==> config.mk <==
export PLATFORM = sky130hd
export DESIGN_NAME = gate_sweep_ctrl
export DESIGN_NICKNAME = d
export VERILOG_FILES = /design/src/rtl/gate_sweep_pkg.sv /design/src/rtl/sweep_settle_cnt.sv /design/src/rtl/gate_sweep_ctrl.sv
export SDC_FILE = /design/constraint.sdc
export NUM_CORES = 1
export LEC_CHECK = 0
export BUFFER_PORTS_ARGS = -buffer_cell sky130_fd_sc_hd__clkbuf_2
export CORE_UTILIZATION = 49
export CTS_CLUSTER_DIAMETER = 30
export DETAILED_ROUTE_END_ITERATION = 16
export PLACE_DENSITY = 0.74
export SYNTH_ARGS = -nofsm -noshare
export SYNTH_HDL_FRONTEND = slang
export SYNTH_SLANG_ARGS = --single-unit
==> constraint.sdc <==
create_clock -name clk -period 1.9 [get_ports clk]
set_input_delay 0.095 -clock clk [delete_from_list [all_inputs] [get_ports clk]]
set_output_delay 0.095 -clock clk [all_outputs]
set_load 0.05 [all_outputs]
==> src/rtl/gate_sweep_pkg.sv <==
// Shared types and constants for the gate sweep controller.
//   state_t      : controller states (IDLE, RUN, DONE)
//   MODE_*       : encodings of the mode input
//   TT_*         : expected truth tables, bit index = {a,b}
//   expected_tt  : mode -> expected 4-bit table
//   popcount4    : number of set bits in a 4-bit value
package gate_sweep_pkg;

  typedef enum logic [1:0] {
    IDLE = 2'd0,
    RUN  = 2'd1,
    DONE = 2'd2
  } state_t;

  localparam logic [1:0] MODE_AND  = 2'd0;
  localparam logic [1:0] MODE_OR   = 2'd1;
  localparam logic [1:0] MODE_COMB = 2'd2;
  localparam logic [1:0] MODE_XOR  = 2'd3;

  localparam logic [3:0] TT_AND  = 4'b1000;
  localparam logic [3:0] TT_OR   = 4'b1110;
  localparam logic [3:0] TT_COMB = 4'b1000;  // (a&b)&(a|b) reduces to a&b
  localparam logic [3:0] TT_XOR  = 4'b0110;

  function automatic logic [3:0] expected_tt(input logic [1:0] mode);
    logic [3:0] t;
    case (mode)
      MODE_AND:  t = TT_AND;
      MODE_OR:   t = TT_OR;
      MODE_COMB: t = TT_COMB;
      default:   t = TT_XOR;
    endcase
    return t;
  endfunction

  function automatic logic [2:0] popcount4(input logic [3:0] v);
    return 3'(v[0]) + 3'(v[1]) + 3'(v[2]) + 3'(v[3]);
  endfunction

endpackage

==> src/rtl/sweep_settle_cnt.sv <==
// Loadable down-counter that times how long each vector is held.
//   clk, rst_n : clock, synchronous active-low reset
//   load       : load load_val (has priority over dec)
//   load_val   : value loaded on load
//   dec        : decrement, saturating at zero
//   zero       : count is zero
module sweep_settle_cnt #(
  parameter int unsigned CNT_W = 8
) (
  input  logic             clk,
  input  logic             rst_n,
  input  logic             load,
  input  logic [CNT_W-1:0] load_val,
  input  logic             dec,
  output logic             zero
);

  logic [CNT_W-1:0] cnt;

  always_ff @(posedge clk) begin
    if (!rst_n)               cnt <= '0;
    else if (load)            cnt <= load_val;
    else if (dec && !zero)    cnt <= cnt - 1'b1;
  end

  assign zero = (cnt == '0);

endmodule

==> src/rtl/gate_sweep_ctrl.sv <==
// Drives a 2-input logic unit through vectors 00,01,10,11, holds each for
// SETTLE cycles, samples the unit output into a truth table and compares it
// with the expected table for the mode latched at start.
//   clk, rst_n     : clock, synchronous active-low reset
//   start, mode    : sweep request and expected function (sampled in IDLE)
//   dut_a, dut_b   : drive to the unit under check
//   dut_x          : unit output
//   busy, done     : sweep in progress / one-cycle result-valid pulse
//   pass, tt, err_cnt : result, held until the next accepted start
module gate_sweep_ctrl import gate_sweep_pkg::*; #(
  parameter int unsigned SETTLE = 2,
  parameter int unsigned CNT_W  = 8
) (
  input  logic       clk,
  input  logic       rst_n,
  input  logic       start,
  input  logic [1:0] mode,
  output logic       dut_a,
  output logic       dut_b,
  input  logic       dut_x,
  output logic       busy,
  output logic       done,
  output logic       pass,
  output logic [3:0] tt,
  output logic [2:0] err_cnt
);

  localparam logic [CNT_W-1:0] LOAD_V = CNT_W'(SETTLE - 1);

  state_t     state, state_nx;
  logic [1:0] idx_q;    // current vector, doubles as the {a,b} drive
  logic [1:0] mode_q;
  logic [3:0] tt_q;
  logic       pass_q;
  logic [2:0] err_q;
  logic [2:0] err_now;
  logic       accept, last_vec, cnt_zero, cnt_load, cnt_dec;

  assign accept   = (state == IDLE) && start;
  assign last_vec = (idx_q == 2'd3);
  assign cnt_load = accept || ((state == RUN) && cnt_zero && !last_vec);
  assign cnt_dec  = (state == RUN);
  assign err_now  = popcount4(tt_q ^ expected_tt(mode_q));

  sweep_settle_cnt #(.CNT_W(CNT_W)) u_settle (
    .clk      (clk),
    .rst_n    (rst_n),
    .load     (cnt_load),
    .load_val (LOAD_V),
    .dec      (cnt_dec),
    .zero     (cnt_zero)
  );

  // state register
  always_ff @(posedge clk) begin
    if (!rst_n) state <= IDLE;
    else        state <= state_nx;
  end

  // next state
  always_comb begin
    state_nx = state;
    case (state)
      IDLE:    if (start) state_nx = RUN;
      RUN:     if (cnt_zero && last_vec) state_nx = DONE;
      DONE:    state_nx = IDLE;
      default: state_nx = IDLE;
    endcase
  end

  // outputs; in DONE the compare result is shown live, then held from registers
  always_comb begin
    busy    = (state != IDLE);
    done    = (state == DONE);
    pass    = pass_q;
    err_cnt = err_q;
    if (state == DONE) begin
      pass    = (err_now == 3'd0);
      err_cnt = err_now;
    end
  end

  assign dut_a = idx_q[1];
  assign dut_b = idx_q[0];
  assign tt    = tt_q;

  // vector index, capture and result hold
  always_ff @(posedge clk) begin
    if (!rst_n) begin
      idx_q  <= 2'd0;
      mode_q <= 2'd0;
      tt_q   <= 4'd0;
      pass_q <= 1'b0;
      err_q  <= 3'd0;
    end else begin
      case (state)
        IDLE: if (start) begin
          idx_q  <= 2'd0;
          mode_q <= mode;
          tt_q   <= 4'd0;
          pass_q <= 1'b0;
          err_q  <= 3'd0;
        end
        RUN: if (cnt_zero) begin
          tt_q[idx_q] <= dut_x;
          if (!last_vec) idx_q <= idx_q + 2'd1;
        end
        DONE: begin
          idx_q  <= 2'd0;
          pass_q <= (err_now == 3'd0);
          err_q  <= err_now;
        end
        default: ;
      endcase
    end
  end

endmodule

==> flow_summary.ini <==
[layout]
final_cell_count_no_fill = 191
fillCellCount = 177
drive_gt1_share_pct = 36.2
syn_to_final_growth_pct = 40.5
layout.area.seq_sq_um = 457
post-route-cell-area_sq_um = 1620
diodes = 0
nNetsFinal = 178
multi_input_area_sq_um = 786

[status]
violations = setup timing
outcome = complete, but fails checks

[die]
core_sq_um = 2210
start_util_pct = 52.2
fp.dieH_um = 50.5
num_rows = 17
fp.dieArea_sq_um = 2550
dieWidth_um = 50.5
ios = 18

[synth]
synth_cell_types = 33
synth_top_cell_by_area = dfxtp_1
ys_seq_area_share_pct = 38.1
synth.most_common_cell = dfxtp_1
muxShareOfSynthArea_pct = 6.93
synth_xor_area_share_pct = 4.55
synth_compound_gate_area_share_pct = 8.02
synth_top_family_by_area = simple AND/OR/NAND/NOR gates
ys.flop_type = dfxtp_1
synth_simple_gate_area_share_pct = 28.4
synth-edff-count = 0
synth_area_sq_um = 1150
synth_cells = 132
synth.ff_latch_count = 22
syn-num-nets = 146
synth_area_leaders = dfxtp_1 (38%), ha_1 (7.6%), mux2i_1 (6.9%)
synth.top_cell.area_share_pct = 38.1
synthAdderAreaFrac_pct = 9.32
synth_area_per_cell_sq_um = 8.75
yosysWarnings = 0
synth_async_sr_flop_share_pct = 0
synthTopCellsByCount = dfxtp_1 (22), nor2_1 (16), nand2_1 (15), inv_1 (11), mux2i_1 (8)

[placement]
gp_congestion = 0.751
portBuffers = 17
postPlaceCellArea_sq_um = 1430
dpl_worst_slack_ns = -0.351
hpwl_mm = 1.87
placed_cells = 184

[timing]
tightest_slew_ns = 0.503
timing.final.ws_setup_ns = -0.563
hold_viol_final = 0
rsz0062_at_grt = true
finalSetupViolCount = 6
max_clock_freq_mhz = 406
min_period_ns = 2.46
whs_ns = 0.0100
max-slew-margin-rel_pct = 66.3
post-route-period-util_pct = 130
maxSlewViolCount = 0
setup_tns_ns = -1.83
finalClockSkew_ns = 0.00404

[cts]
cts_sinks = 22
cts_buffer_depth = 2
clkTransAtPathRegs_ns = 0.13
clock_latency_ns = 0.31
cts_made_buffers = 3
cts_tree = yes
hold_buffers = 0
cts_root_buffer = clkbuf_4
htree_levels = 1

[worst_hold_path]
worstHoldPathCells = 3
hold_path.class = in -> reg
hold_start = mode[0]
min_to = mode_q[0]$_SDFFE_PN0P_

[power_and_ir_drop]
internal_power_uw = 855
ir_drop_mv = 0.596
p_sw_share_pct = 33.9
p_leak_uw = 0.000772
p_sw_uw = 437
combPwrFrac_pct = 35.7
p_per_area_nw_per_um2 = 796
clkPwrFrac_pct = 23.9
seq_power_share_pct = 40.4

[critical_path]
required_ns = 1.80
critical_path_class = reg -> out
r2r_end = pass_q$_SDFFE_PN0P_
reg2reg_slack_ns = -0.21
cp.arrival_ns = 2.37
reg2reg_depth = 10
worstSetupStartpointType = register
crit_path_max_fanout = 4
timing.rr.start = mode_q[0]$_SDFFE_PN0P_
end_kind = output port

[detailed_routing]
dr.first_iter.drc_count = 15
firstDrtPassIters = 4
routed_wl_mm = 2.60
drc = 0
viasPerCell = 5.38
via_count = 1027
ant_nets = 0
wl_per_cell_um = 13.6

[grt]
groute.usage.overall_pct = 23.3
antenna_found_initial = 0
grt_pass1_wl_mm = 4.32
overflow = 0
first_global_vias = 977
grt_max_degree = 14

[job]
cap_viol_max_count = 0
==> stage by stage <==
stage               power [uW]  util (%)
finish                    1290      73.4
global route              1360      73.4
CTS                       1270      72.2
detailed placement         940      64.6
global placement           923      64.6
floorplan                  829         -
==> power groups by stage <==
stage | clock network (uW) | registers (uW) | logic (uW)
global placement | 0 | 528 | 395
global route | 335 | 527 | 498
finish | 308 | 522 | 462
floorplan | 0 | 548 | 281
CTS | 316 | 522 | 432
detailed placement | 0 | 531 | 409
==> critical path, stage by stage (launching register included) <==
cell and delay, ns:
dfxtp_4 0.40, nand2_4 0.06, xnor2_2 0.13, fa_1 0.49, inv_2 0.04, ha_4 0.15
ha_4 0.24, nor4_4 0.25, a21o_4 0.14, clkbuf_16 0.15
==> flip-flops by register name (all words and copies together), names as in the netlist <==
signal / count
err_q: 3
idx_q: 2
mode_q: 2
pass_q: 1
state: 2
tt: 4
u_settle.cnt: 8
==> cells in the final DEF (no fill, tap or decap), drive strengths merged, types with 4 or more instances in the layout <==
| master | instances |
|---|---|
| nand3 | 5 |
| nand4 | 6 |
| dfxtp | 22 |
| inv | 11 |
| nand2 | 15 |
| a21oi | 4 |
| ha | 7 |
| mux2i | 8 |
| nor2 | 16 |
| clkbuf | 20 |
| buf | 14 |
==> cell type report <==
cell class	count	share of cell area, %
clock buffers	4	2.93
flip-flops and latches	22	28.1
inverters	11	2.54
repair buffers	30	15.8
well taps	28	2.16
multi-input cells	96	48.4
==> logic make-up (layout without fill, tap and decap cells) <==
logic type | count (synthesis) | after routing
buffers and inverters | 14 | 45
DFF | 22 | 22
xor gates and xnor gates | 6 | 6
adders and majority gates | 8 | 8
AOI/OAI and AO/OA | 14 | 14
and+or+nand+nor | 60 | 60
muxes | 8 | 8
==> timing repair <==
action | 4_1_cts | 5_1_grt
gates cloned | 0 | 0
setup buffers | 2 | 2
setup endpoints to repair | 6 | 15
resized for setup | 22 | 3
pin swaps | 3 | 1
==> layer usage <==
layer	track usage [%]	vias up	wire (um)
li1	-	522	-
met1	28.7	473	1150
met2	40.7	28	1320
met3	3.64	4	96
met4	8.33	0	27
met5	0	-	0
==> worst max path at each step <==
stage / startpoint / slack [ns] / to / cells after the start
floorplan: tt[1]$_SDFFE_PN0P_ / -0.15 / pass / 7
global placement: mode_q[0]$_SDFFE_PN0P_ / -0.28 / pass / 9
detailed placement: mode_q[0]$_SDFFE_PN0P_ / -0.35 / pass / 9
CTS: mode_q[0]$_SDFFE_PN0P_ / -0.56 / pass / 9
global route: mode_q[0]$_SDFFE_PN0P_ / -0.66 / pass / 9
finish: mode_q[0]$_SDFFE_PN0P_ / -0.56 / pass / 9
(Power assumes the default switching activity.)
